==> src/rtl/mips_pkg.sv <==
// -----------------------------------------------------------------------------
// mips_pkg
// Shared definitions for the instruction-fetch front end:
//   fetch_state_e : fetch FSM state encoding (BOOT, RUN, FAULT)
//   PC_INCR       : byte distance between sequential instructions
//   sext_word_off : sign-extends a 16-bit word offset to a 32-bit byte offset
// -----------------------------------------------------------------------------
package mips_pkg;

   typedef enum logic [1:0] {
      S_BOOT  = 2'd0,
      S_RUN   = 2'd1,
      S_FAULT = 2'd2
   } fetch_state_e;

   localparam logic [31:0] PC_INCR = 32'd4;

   // beq immediates count words; the adder works in bytes.
   function automatic logic [31:0] sext_word_off(input logic [15:0] imm);
      return {{14{imm[15]}}, imm, 2'b00};
   endfunction

endpackage

==> src/rtl/pc_fetch_unit_if.sv <==
// -----------------------------------------------------------------------------
// pc_fetch_unit_if
// Control and status bundle between the decode/execute side (master) and the
// fetch unit (slave).
//   master -> slave : stall, branch_taken, branch_imm, jump, jump_index
//   slave -> master : pc, pc_plus4, fetch_valid, fault, fetch_count
// -----------------------------------------------------------------------------
interface pc_fetch_unit_if;

   logic        stall;
   logic        branch_taken;
   logic [15:0] branch_imm;
   logic        jump;
   logic [25:0] jump_index;
   logic [31:0] pc;
   logic [31:0] pc_plus4;
   logic        fetch_valid;
   logic        fault;
   logic [15:0] fetch_count;

   modport master (
      output stall, branch_taken, branch_imm, jump, jump_index,
      input  pc, pc_plus4, fetch_valid, fault, fetch_count
   );

   modport slave (
      input  stall, branch_taken, branch_imm, jump, jump_index,
      output pc, pc_plus4, fetch_valid, fault, fetch_count
   );

endinterface

==> src/rtl/next_pc_logic.sv <==
// -----------------------------------------------------------------------------
// next_pc_logic
// Combinational next-PC selection, priority jump > branch > sequential.
//   pc_plus4     : in,  address of the sequential successor
//   branch_taken : in,  beq condition met
//   branch_imm   : in,  signed word offset relative to pc_plus4
//   jump         : in,  j instruction
//   jump_index   : in,  26-bit word index inside the current 256 MB region
//   next_pc      : out, selected next fetch address (modulo 2^32)
// -----------------------------------------------------------------------------
module next_pc_logic
   import mips_pkg::*;
(
   input  logic [31:0] pc_plus4,
   input  logic        branch_taken,
   input  logic [15:0] branch_imm,
   input  logic        jump,
   input  logic [25:0] jump_index,
   output logic [31:0] next_pc
);

   always_comb begin
      if (jump) begin
         // The region bits come from pc_plus4, not pc, matching MIPS j semantics.
         next_pc = {pc_plus4[31:28], jump_index, 2'b00};
      end else if (branch_taken) begin
         next_pc = pc_plus4 + sext_word_off(branch_imm);
      end else begin
         next_pc = pc_plus4;
      end
   end

endmodule

==> src/rtl/pc_fetch_unit.sv <==
// -----------------------------------------------------------------------------
// pc_fetch_unit
// Program counter, fetch FSM, legality check and accepted-instruction counter.
//   clk  : in, rising-edge clock
//   rst  : in, asynchronous active-high reset
//   bus  : slave side of pc_fetch_unit_if (redirect/stall in, pc/status out)
// Parameters:
//   RESET_PC   : byte address loaded on reset
//   IMEM_WORDS : number of valid instruction words (indices 0..IMEM_WORDS-1)
// -----------------------------------------------------------------------------
module pc_fetch_unit
   import mips_pkg::*;
#(
   parameter logic [31:0] RESET_PC   = 32'h0000_0000,
   parameter int unsigned IMEM_WORDS = 45
) (
   input  logic            clk,
   input  logic            rst,
   pc_fetch_unit_if.slave  bus
);

   fetch_state_e state_q, state_d;
   logic [31:0]  pc_q, pc_d;
   logic [15:0]  fetch_count_q, fetch_count_d;
   logic [31:0]  pc_plus4;
   logic [31:0]  next_pc;
   logic         pc_legal;
   logic         fetch_valid;

   assign pc_plus4 = pc_q + PC_INCR;
   assign pc_legal = (pc_q[1:0] == 2'b00) && ({2'b00, pc_q[31:2]} < IMEM_WORDS);

   next_pc_logic u_next_pc (
      .pc_plus4     (pc_plus4),
      .branch_taken (bus.branch_taken),
      .branch_imm   (bus.branch_imm),
      .jump         (bus.jump),
      .jump_index   (bus.jump_index),
      .next_pc      (next_pc)
   );

   always_comb begin
      // NOTE: every output of this block gets a default first so no path leaves
      // a signal unassigned, which would otherwise infer a latch.
      state_d       = state_q;
      pc_d          = pc_q;
      fetch_count_d = fetch_count_q;
      fetch_valid   = 1'b0;

      unique case (state_q)
         S_BOOT: state_d = S_RUN;
         S_RUN: begin
            fetch_valid = pc_legal;
            // Legality wins over stall: a bad pc faults even while stalled.
            if (!pc_legal) begin
               state_d = S_FAULT;
            end else if (!bus.stall) begin
               pc_d          = next_pc;
               fetch_count_d = fetch_count_q + 16'd1;
            end
         end
         S_FAULT: ;
         default: state_d = S_BOOT;
      endcase
   end

   // NOTE: state registers use non-blocking assignments so every flop samples
   // the pre-edge values of the others, independent of statement order.
   always_ff @(posedge clk or posedge rst) begin
      if (rst) begin
         state_q       <= S_BOOT;
         pc_q          <= RESET_PC;
         fetch_count_q <= 16'd0;
      end else begin
         state_q       <= state_d;
         pc_q          <= pc_d;
         fetch_count_q <= fetch_count_d;
      end
   end

   assign bus.pc          = pc_q;
   assign bus.pc_plus4    = pc_plus4;
   assign bus.fetch_valid = fetch_valid;
   assign bus.fault       = (state_q == S_FAULT);
   assign bus.fetch_count = fetch_count_q;

endmodule

==> src/flat_wrapper.sv <==
// flat-port wrapper written by rule: the top's interface ports become plain ports
module pc_fetch_unit_flat import mips_pkg::*;
#(
   parameter logic [31:0] RESET_PC   = 32'h0000_0000,
   parameter int unsigned IMEM_WORDS = 45
)
  (clk, rst, bus_stall, bus_branch_taken, bus_branch_imm, bus_jump, bus_jump_index, bus_pc, bus_pc_plus4, bus_fetch_valid, bus_fault, bus_fetch_count);
  pc_fetch_unit_if bus_i ();
  input  logic clk;
  input  logic rst;
  input wire logic [$bits(bus_i.stall)-1:0] bus_stall;
  input wire logic [$bits(bus_i.branch_taken)-1:0] bus_branch_taken;
  input wire logic [$bits(bus_i.branch_imm)-1:0] bus_branch_imm;
  input wire logic [$bits(bus_i.jump)-1:0] bus_jump;
  input wire logic [$bits(bus_i.jump_index)-1:0] bus_jump_index;
  output wire logic [$bits(bus_i.pc)-1:0] bus_pc;
  output wire logic [$bits(bus_i.pc_plus4)-1:0] bus_pc_plus4;
  output wire logic [$bits(bus_i.fetch_valid)-1:0] bus_fetch_valid;
  output wire logic [$bits(bus_i.fault)-1:0] bus_fault;
  output wire logic [$bits(bus_i.fetch_count)-1:0] bus_fetch_count;
  assign bus_i.stall = bus_stall;
  assign bus_i.branch_taken = bus_branch_taken;
  assign bus_i.branch_imm = bus_branch_imm;
  assign bus_i.jump = bus_jump;
  assign bus_i.jump_index = bus_jump_index;
  assign bus_pc = bus_i.pc;
  assign bus_pc_plus4 = bus_i.pc_plus4;
  assign bus_fetch_valid = bus_i.fetch_valid;
  assign bus_fault = bus_i.fault;
  assign bus_fetch_count = bus_i.fetch_count;
  pc_fetch_unit #(.RESET_PC(RESET_PC), .IMEM_WORDS(IMEM_WORDS)) u_core (.clk(clk), .rst(rst), .bus(bus_i));
endmodule
==> config.mk <==
export PLATFORM = sky130hd
export DESIGN_NAME = pc_fetch_unit_flat
export DESIGN_NICKNAME = d
export VERILOG_FILES = /design/src/rtl/mips_pkg.sv /design/src/rtl/pc_fetch_unit_if.sv /design/src/rtl/next_pc_logic.sv /design/src/rtl/pc_fetch_unit.sv /design/src/flat_wrapper.sv
export SDC_FILE = /design/constraint.sdc
export NUM_CORES = 1
export LEC_CHECK = 0
export CAP_MARGIN = 5
export CORE_ASPECT_RATIO = 0.6
export CORE_MARGIN = 2
export CORE_UTILIZATION = 49
export CTS_BUF_LIST = sky130_fd_sc_hd__clkbuf_16
export DETAILED_ROUTE_END_ITERATION = 10
export PLACE_DENSITY = 0.82
export SYNTH_ARGS = -nofsm -noshare
export SYNTH_HDL_FRONTEND = slang
export SYNTH_SLANG_ARGS = --single-unit
==> constraint.sdc <==
create_clock -name clk -period 4.7 [get_ports clk]
set_input_delay 0.94 -clock clk [delete_from_list [all_inputs] [get_ports clk]]
set_output_delay 0.94 -clock clk [all_outputs]
set_load 0.01 [all_outputs]
== After elaboration in Yosys (flattened, before gate mapping) ==
Index checks and enable logic that the tools add are counted.
Operators by class
  $lt $le $gt $ge: 1
  mux-type cells: 5
  reduce and logical (&&, ||, !) cells: 5
  bitwise gates (word level): 2
  equal/unequal tests: 3
  add/sub/neg operators: 3
Operators by type and width (count)
  $mux W32: 2
  $add A32 B3 Y32 const B: 1
  $add A32 B32 Y32: 1
  $lt A30 B6 Y1 const B: 1
  $add A16 B1 Y16 const B: 1
  $pmux W2 S3: 1
  $logic_not A2 Y1: 2
  $reduce_and A3 Y1: 1
  $eq A2 B1 Y1 const B: 1
  $eq A2 B2 Y1 const B: 1
  $mux W2: 1
  $ne A2 B2 Y1 const B: 1
  $not A1 Y1: 2
  $reduce_and A2 Y1: 1
  $logic_and A1 B1 Y1: 1
  $mux W1: 1
Word-level totals
  word-level logic and storage cells: 22
  register bits after elaboration: 50
  output and inout port bits: 82

== Longest topological paths before layout ==
Gate-level depths: netlist of run 1.
  depth after elaboration: 4
  gate-level depth with buffers: 18
  mapped depth without buffers: 16

== Hierarchy ==
Synthesis of run 1 repeated with hierarchy kept, for this count alone.
Unflattened totals
  cell total of the unflattened synthesis: 580
  area, all modules: 4810.9 um2
By module, submodules not included
  pc_fetch_unit: sequential area each 1251.2 um2, cells each 238, instances 1, area an instance 2528.7 um2
  next_pc_logic: sequential area each 0.0 um2, cells each 342, instances 1, area an instance 2282.2 um2

== Worst setup path after synthesis of run 1 ==
No wires, ideal clock.
  kind: reg-to-reg
  start: reg u_core.pc_q[8], in the netlist u_core.bus.pc[8]
  end: reg u_core.pc_q[31], in the netlist u_core.bus.pc[31]
  buffers on the path: 2
  arrival time: 3.834 ns
  path slack: 0.741 ns
  stages on the path, launching flop included: 17
  required time: 4.575 ns
  cell sequence: dfrtp_1 > and4_1 > nand3_1 > or2_2 > clkbuf_1 > xnor2_1 > ha_1 > clkbuf_1 > a21o_1 > a31o_2 > and2_1 > a211oi_1 > o21ai_0 > or4_1 > o2111ai_1 > mux2i_1 > a21oi_1
Between the ends
  cells in the longest elaborated chain, start to end: 4
  elaborated cells between the ends (all ways): 7
  those cells by class: 2 x add/sub; 1 x order compare; 2 x mux; 2 x reduce/logical
Ends and longest elaborated chain
  start, declared: RTL line pc_fetch_unit.sv:23  | logic [31:0] pc_q, pc_d;
  start signal, assigned: RTL line pc_fetch_unit.sv:76  | pc_q <= pc_d;
  $add A32 B3 Y32: RTL line pc_fetch_unit.sv:30  | assign pc_plus4 = pc_q + PC_INCR;
  via bus_pc_plus4[14]: RTL line flat_wrapper.sv:17  | output wire logic [$bits(bus_i.pc_plus4)-1:0] bus_pc_plus4;
  $add A32 B32 Y32: RTL line next_pc_logic.sv:27  | next_pc = pc_plus4 + sext_word_off(branch_imm);
  $mux W32: RTL line next_pc_logic.sv:26  | end else if (branch_taken) begin
  $mux W32: RTL line next_pc_logic.sv:23  | if (jump) begin
The timed path passes the listed nets, and every way through them passes these cells.
A chain may end at the register's enable or synchronous reset.

== Worst setup path after layout of run 1 ==
  start: reg u_core.pc_q[14], in the netlist u_core.bus.pc[14]
  end: reg u_core.pc_q[31], in the netlist u_core.bus.pc[31]
Between the ends
  cells in the longest elaborated chain, start to end: 4
  elaborated cells between the ends (all ways): 7
  those cells by class: 2 x add/sub; 1 x order compare; 2 x mux; 2 x reduce/logical
Ends and longest elaborated chain (RTL line)
  $add A32 B3 Y32: pc_fetch_unit.sv:30
  $add A32 B32 Y32: next_pc_logic.sv:27
  $mux W32: next_pc_logic.sv:26
  $mux W32: next_pc_logic.sv:23
Several ways; a longest one is shown, not always the timed one.

==> flow_summary.toml, run 1 <==
[timing]
max_freq_mhz = 227
fin_crit_ps = 4400
max-slew-margin-rel_pct = 29.2
period_share_pct = 93.5
finalMaxSlewViolations = 0
whs_ps = 445
rsz0062_at_grt = "false"
fin_setup_tns_ps = 0
fin_worst_skew_ps = 12.1
final.setup.worst_slack_ps = 304
setup_viol = 0
final-hold-violation-count = 0
worstMarginPinSlew_ps = 1060

[layout]
nets = 738
fin_cells = 768
post-route-cell-area_um2 = 6090
syn2layout_area_growth_pct = 34.7
regArea_um2 = 1200
final_common_cell = "clkdlybuf4s50_1"
most-common-layout-cells = "clkdlybuf4s50_1, xnor2_1, dfrtp_1"
multi_input_area_um2 = 3190
drive_gt1_share_pct = 6.29
diodes = 0
num-fill-cells = 713
fin_util_pct = 67.3

[global_route]
grt_pass1_wl_um = 23000
busiest_layer = "met2"
grt_pass1_vias = 4338
grt_usage_pct = 29.4
grt.met2_usage_pct = 43.7
antenna_found_initial = 0
grt_overflow = 0
met1_usage_pct = 43.2
met3_usage_pct = 6.07
grt_max_degree = 49

[worst_hold_path]
hp-class = "reg2reg"

[drt]
drc = 0
firstDrtPassIters = 5
ant_nets = 0
drt-total-wl_um = 14700
drtIter0Drc = 439
vias = 4762
wl_per_cell_um = 19.2
via_per_inst = 6.20

[power]
comb_power_share_pct = 17.0
pwr-share-seq_pct = 40.5
clock_power_share_pct = 42.5
swShare_pct = 26.7
p_total_mw = 1.02
internal-power_uw = 747
peakVddDrop_v = 0.000128
power_switching_uw = 272
power_density_nw_per_um2 = 167
leakagePower_nw = 2.69

[logic_synthesis]
yosys.area.top_type = "dfrtp_1"
synth_top_area_share_pct = 26.6
yosysUniqueCellTypes = 66
async_flop_share_pct = 100
synth-seq-cells = 48
syn_avg_cell_area_um2 = 8.56
synth_compound_area_share_pct = 25.4
synth_mux_area_share_pct = 1.58
synth_warnings = 0
synth_top_flop_cell = "dfrtp_1"
yosys.area_share.simple_pct = 19.5
synth_xor_area_share_pct = 12.2
synth_area_um2 = 4520
synth-adder-area-share_pct = 11.2
synth_top_family_by_area = "compound AO/OA/AOI/OAI gates"
synth_edf_count = 0
synthTopCellsByArea = "dfrtp_1, ha_1, xnor2_1, a21o_1, nand2_1"
synthCells = 528
synth-seq-area-share_pct = 26.6

[clocking]
cts_buffer_depth = 2
root_buffer = "clkbuf_16"
holdBufCountCts = 0
htreeDepth = 2
path_clk_slew_ps = 70
cts_tree = "yes"
cts-buffers-inserted = 5
cts_sinks = 48
clock_latency_ps = 300

[placement]
io_buffers = 124
place_ws_ps = 158
postPlaceCellArea_um2 = 5900
gp_congestion = 0.984
hpwl_um = 11300
placed_cells = 760

[setup_path]
crit_chain = "and4_1, nand3_1, nor3_2, nand2_1, nor3_2, xor2_2, ha_1, a21o_1, a21o_1, a21o_1, a2bb2oi_1, o21ai_0, or4_1, o2111ai_1, mux2i_1, a21oi_1"
max_stage_delay_ps = 530
end_kind = "flop"
cp_data_required_time_ps = 4870
crit_path_top_delay_cell = "dfrtp_1"
path_class = "reg2reg"
worst_path_most_repeated_cell = "a21o_1"
cp_max_fo = 8
startpoint_type = "flop"
worstPathArrival_ps = 4570

[flow_run]
cap_violations = 0

[floorplan]
die_w_um = 128
core_um2 = 9050
fp.dieArea_um2 = 10000
start_util_pct = 49.9
io_pins = 129
die_h_um = 78.4
core.rowCount = 27

[status]
outcome = "finished, final reports clean"
worst max-delay path, delay by kind of cell, from the launching register on:
| family | cells | cell delay, ps |
|---|---|---|
| mux | 1 | 260 |
| xor+xnor | 1 | 250 |
| fa+ha+maj | 1 | 360 |
| simple gates | 6 | 1680 |
| flops | 1 | 530 |
| compound gates | 7 | 1190 |
cells in the mapped netlist (all sizes together) (3+ instances only):
library cell	number
a2111oi	3
a211oi	12
a21o	25
a21oi	27
a221oi	3
a22oi	4
a31o	8
a31oi	5
and3	12
and4	6
buf	6
clkbuf	16
dfrtp	48
ha	39
inv	14
mux2i	6
nand2	47
nand2b	9
nand3	25
nand4	12
nor2	28
nor2b	6
nor3	9
nor4	8
o211ai	9
o21a	4
o21ai	26
o21bai	15
or4	4
xnor2	49
xor2	14
power by group through the flow:
| stage | registers (mW) | logic [mW] | clock network [mW] |
|---|---|---|---|
| floorplan | 0.421 | 0.0995 | 0 |
| global placement | 0.421 | 0.168 | 0 |
| detailed placement | 0.421 | 0.170 | 0 |
| CTS | 0.413 | 0.171 | 0.434 |
| global route | 0.413 | 0.188 | 0.452 |
| finish | 0.413 | 0.173 | 0.434 |
cells by family (layout without fill, tap and decap cells):
| family | after synthesis | count (layout) |
|---|---|---|
| AND/OR/NAND/NOR | 173 | 173 |
| AO/OA/AOI/OAI | 159 | 159 |
| buffers and inverters | 37 | 158 |
| other | 1 | 4 |
| adder cells (fa/ha/maj) | 40 | 40 |
| multiplexers | 7 | 7 |
| flip-flops | 48 | 48 |
| XOR/XNOR | 63 | 63 |
final timing paths:
check                                  start           endpoint  slack, ps  cells after the start
setup / recovery           u_core.bus.pc[14]  u_core.bus.pc[31]        300                     16
hold / removal             u_core.state_q[1]  u_core.state_q[0]        440                      1
setup reg to reg           u_core.bus.pc[14]  u_core.bus.pc[31]        300                     16
hold reg to reg            u_core.state_q[1]  u_core.state_q[0]        440                      1
max in group asynchronous                rst  u_core.bus.pc[17]       2820                      2
min in group asynchronous                rst   u_core.bus.pc[4]       1220                      2
cell type report:
class                           instances  share of cell area [%]
Tap cell                              116                    2.38
Multi-Input combinational cell        446                    52.4
Clock buffer                            5                    2.05
Sequential cell                        48                    19.7
Inverter                               15                   0.924
Clock inverter                          3                   0.760
Timing Repair Buffer                  135                    21.7
state kept, by name, summed over array words and instances (netlist names):
| signal | count |
|---|---|
| u_core.state_q | 2 |
| u_core.bus.pc | 30 |
| u_core.bus.fetch_count | 16 |
per-layer routing:
metal / wire (um) / part of all wire [%]
met1: 6640 / 45
met2: 6120 / 42
met3: 1700 / 12
met4: 262 / 1.8
met5: 0 / 0
what timing repair did:
action,CTS,global route
buffers inserted,0,0
setup endpoints to repair,0,3
endpoints found under the hold margin,0,0
gates resized for setup,0,3
Note: power is estimated with default switching activity, not from simulation.
==> run 2, diff against run 1 <==
--- a/config.mk
+++ b/config.mk
@@ -12,6 +12,7 @@
 export CTS_BUF_LIST = sky130_fd_sc_hd__clkbuf_16
 export DETAILED_ROUTE_END_ITERATION = 10
 export PLACE_DENSITY = 0.82
+export SETUP_SLACK_MARGIN = 0.1
 export SYNTH_ARGS = -nofsm -noshare
 export SYNTH_HDL_FRONTEND = slang
 export SYNTH_SLANG_ARGS = --single-unit
==> run 2 against run 1 <==
Worst hold slack better by 3.3 ps. Highest routed layer unchanged. Non-clock buffer count stayed put. Power hardly changed. Clock power hardly changed. Register-to-register slack hardly changed. First-iteration DRC count is 3.4% lower. Via count is 0.36% higher. Count of clock-buffer cells in the layout stayed put. Die area stayed put. Sequential power hardly changed. Critical path depth stayed put.
==> flow_summary.toml, run 2 (synthesis gave the netlist of run 1 again) <==
[layout]
nets = 738
drive_gt1_share_pct = 6.60
fin_cells = 768
diodes = 0
largest_reg_flops = 30
most-common-layout-cells = "clkdlybuf4s50_1, xnor2_1, dfrtp_1"
syn2layout_area_growth_pct = 35.2
final_common_cell = "clkdlybuf4s50_1"
num-fill-cells = 708

[drt]
ant_nets = 0
firstDrtPassIters = 5
drt-total-wl_um = 14900
vias = 4779
wl_per_cell_um = 19.3
via_per_inst = 6.22
drc = 0
drtIter0Drc = 424

[timing]
final-hold-violation-count = 0
max_freq_mhz = 227
fin_worst_skew_ps = 12.1
fin_setup_tns_ps = 0
rsz0062_at_grt = "false"
setup_viol = 0
fin_crit_ps = 4400
finalMaxSlewViolations = 0
max-slew-margin-rel_pct = 29.0
worstMarginPinSlew_ps = 1060
period_share_pct = 93.5

[power]
clock_power_share_pct = 42.5
internal-power_uw = 747
swShare_pct = 26.7
comb_power_share_pct = 17.0
pwr-share-seq_pct = 40.5
peakVddDrop_v = 0.000129
power_density_nw_per_um2 = 167
leakagePower_nw = 2.72
power_switching_uw = 273

[global_route]
grt_pass1_vias = 4338
grt_max_degree = 49
grt_overflow = 0
grt_usage_pct = 29.4
grt_pass1_wl_um = 23000
antenna_found_initial = 0

[placement]
gp_congestion = 0.984
io_buffers = 124
placed_cells = 760
hpwl_um = 11300

[clocking]
cts-buffers-inserted = 5
root_buffer = "clkbuf_16"
cts_buffer_depth = 2
path_clk_slew_ps = 70
clock_latency_ps = 300
htreeDepth = 2
cts_sinks = 48
cts_tree = "yes"
holdBufCountCts = 0

[setup_path]
max_stage_delay_ps = 530
worst_path_most_repeated_cell = "a21o_1"
crit_path_top_delay_cell = "dfrtp_1"
end_kind = "flop"
cp_data_required_time_ps = 4870
worstPathArrival_ps = 4570
path_class = "reg2reg"
regToRegSetupSlack_ps = 300
critical_path.top_delay_family = "simple AND/OR/NAND/NOR gates"
startpoint_type = "flop"
worst-path-buf-inv = 0
cp_max_fo = 8
crit_chain = "and4_1, nand3_1, nor3_4, nand2_1, nor3_4, xor2_2, ha_1, a21o_1, a21o_1, a21o_1, a2bb2oi_1, o21ai_0, or4_1, o2111ai_1, mux2i_1, a21oi_1"

[floorplan]
io_pins = 129
die_w_um = 128
core.rowCount = 27
start_util_pct = 49.9
core_um2 = 9050
die_h_um = 78.4
fp.dieArea_um2 = 10000

[flow_run]
cap_violations = 0

[status]
outcome = "finished, final reports clean"

[worst_hold_path]
hp-class = "reg2reg"
-- run 2: power groups by stage --
stage          registers, mW  clock network, mW  logic [mW]
3_5_place_dp           0.421                  0       0.170
3_3_place_gp           0.421                  0       0.168
5_1_grt                0.413              0.452       0.188
4_1_cts                0.413              0.434       0.171
6_report               0.413              0.434       0.173
2_1_floorplan          0.421                  0      0.0995
-- run 2: final cells by class --
type	instances	area, um^2	area share, %
multi-input cells	446	3210	52.6
repair buffers	135	1320	21.7
flip-flops and latches	48	1200	19.7
well taps	116	145	2.38
clock buffers	5	125	2.05
inverters	15	56.3	0.921
clock inverters	3	46.3	0.758
-- run 2: path summary, 6_finish.rpt --
path,startpoint,end,cells past startpoint
setup / recovery,u_core.bus.pc[14],u_core.bus.pc[31],16
hold / removal,u_core.state_q[1],u_core.state_q[0],1
setup reg to reg,u_core.bus.pc[14],u_core.bus.pc[31],16
hold reg to reg,u_core.state_q[1],u_core.state_q[0],1
max in group asynchronous,rst,u_core.bus.fetch_count[5],2
min in group asynchronous,rst,u_core.bus.pc[4],2
-- run 2: routing by layer --
| metal | GRT usage, % | routed length, um | vias up |
|---|---|---|---|
| met5 | 0 | 0 | - |
| met4 | 7.69 | 229 | 0 |
| met3 | 6.07 | 1650 | 25 |
| met2 | 43.7 | 6240 | 275 |
| met1 | 43.2 | 6740 | 2284 |
| li1 | - | - | 2195 |
-- run 2: what timing repair did --
action	in CTS	in global routing
buffers inserted	0	0
gates cloned	0	0
setup endpoints to repair	1	2
resized for setup	1	6
-- run 2: metrics by stage --
step / hold WS (ps) / setup WS [ps] / total power, mW / area, um^2 / util [%]
final: 448 / 304 / 1.02 / 6110 / 67.5
after floorplan: 414 / 741 / 0.520 / 4530 / -
after global routing: 481 / 112 / 1.05 / 6110 / 67.5
after global placement: 425 / 211 / 0.589 / 5900 / 65.2
after detailed placement: 434 / 158 / 0.591 / 5900 / 65.2
after CTS: 443 / 232 / 1.02 / 6080 / 67.1
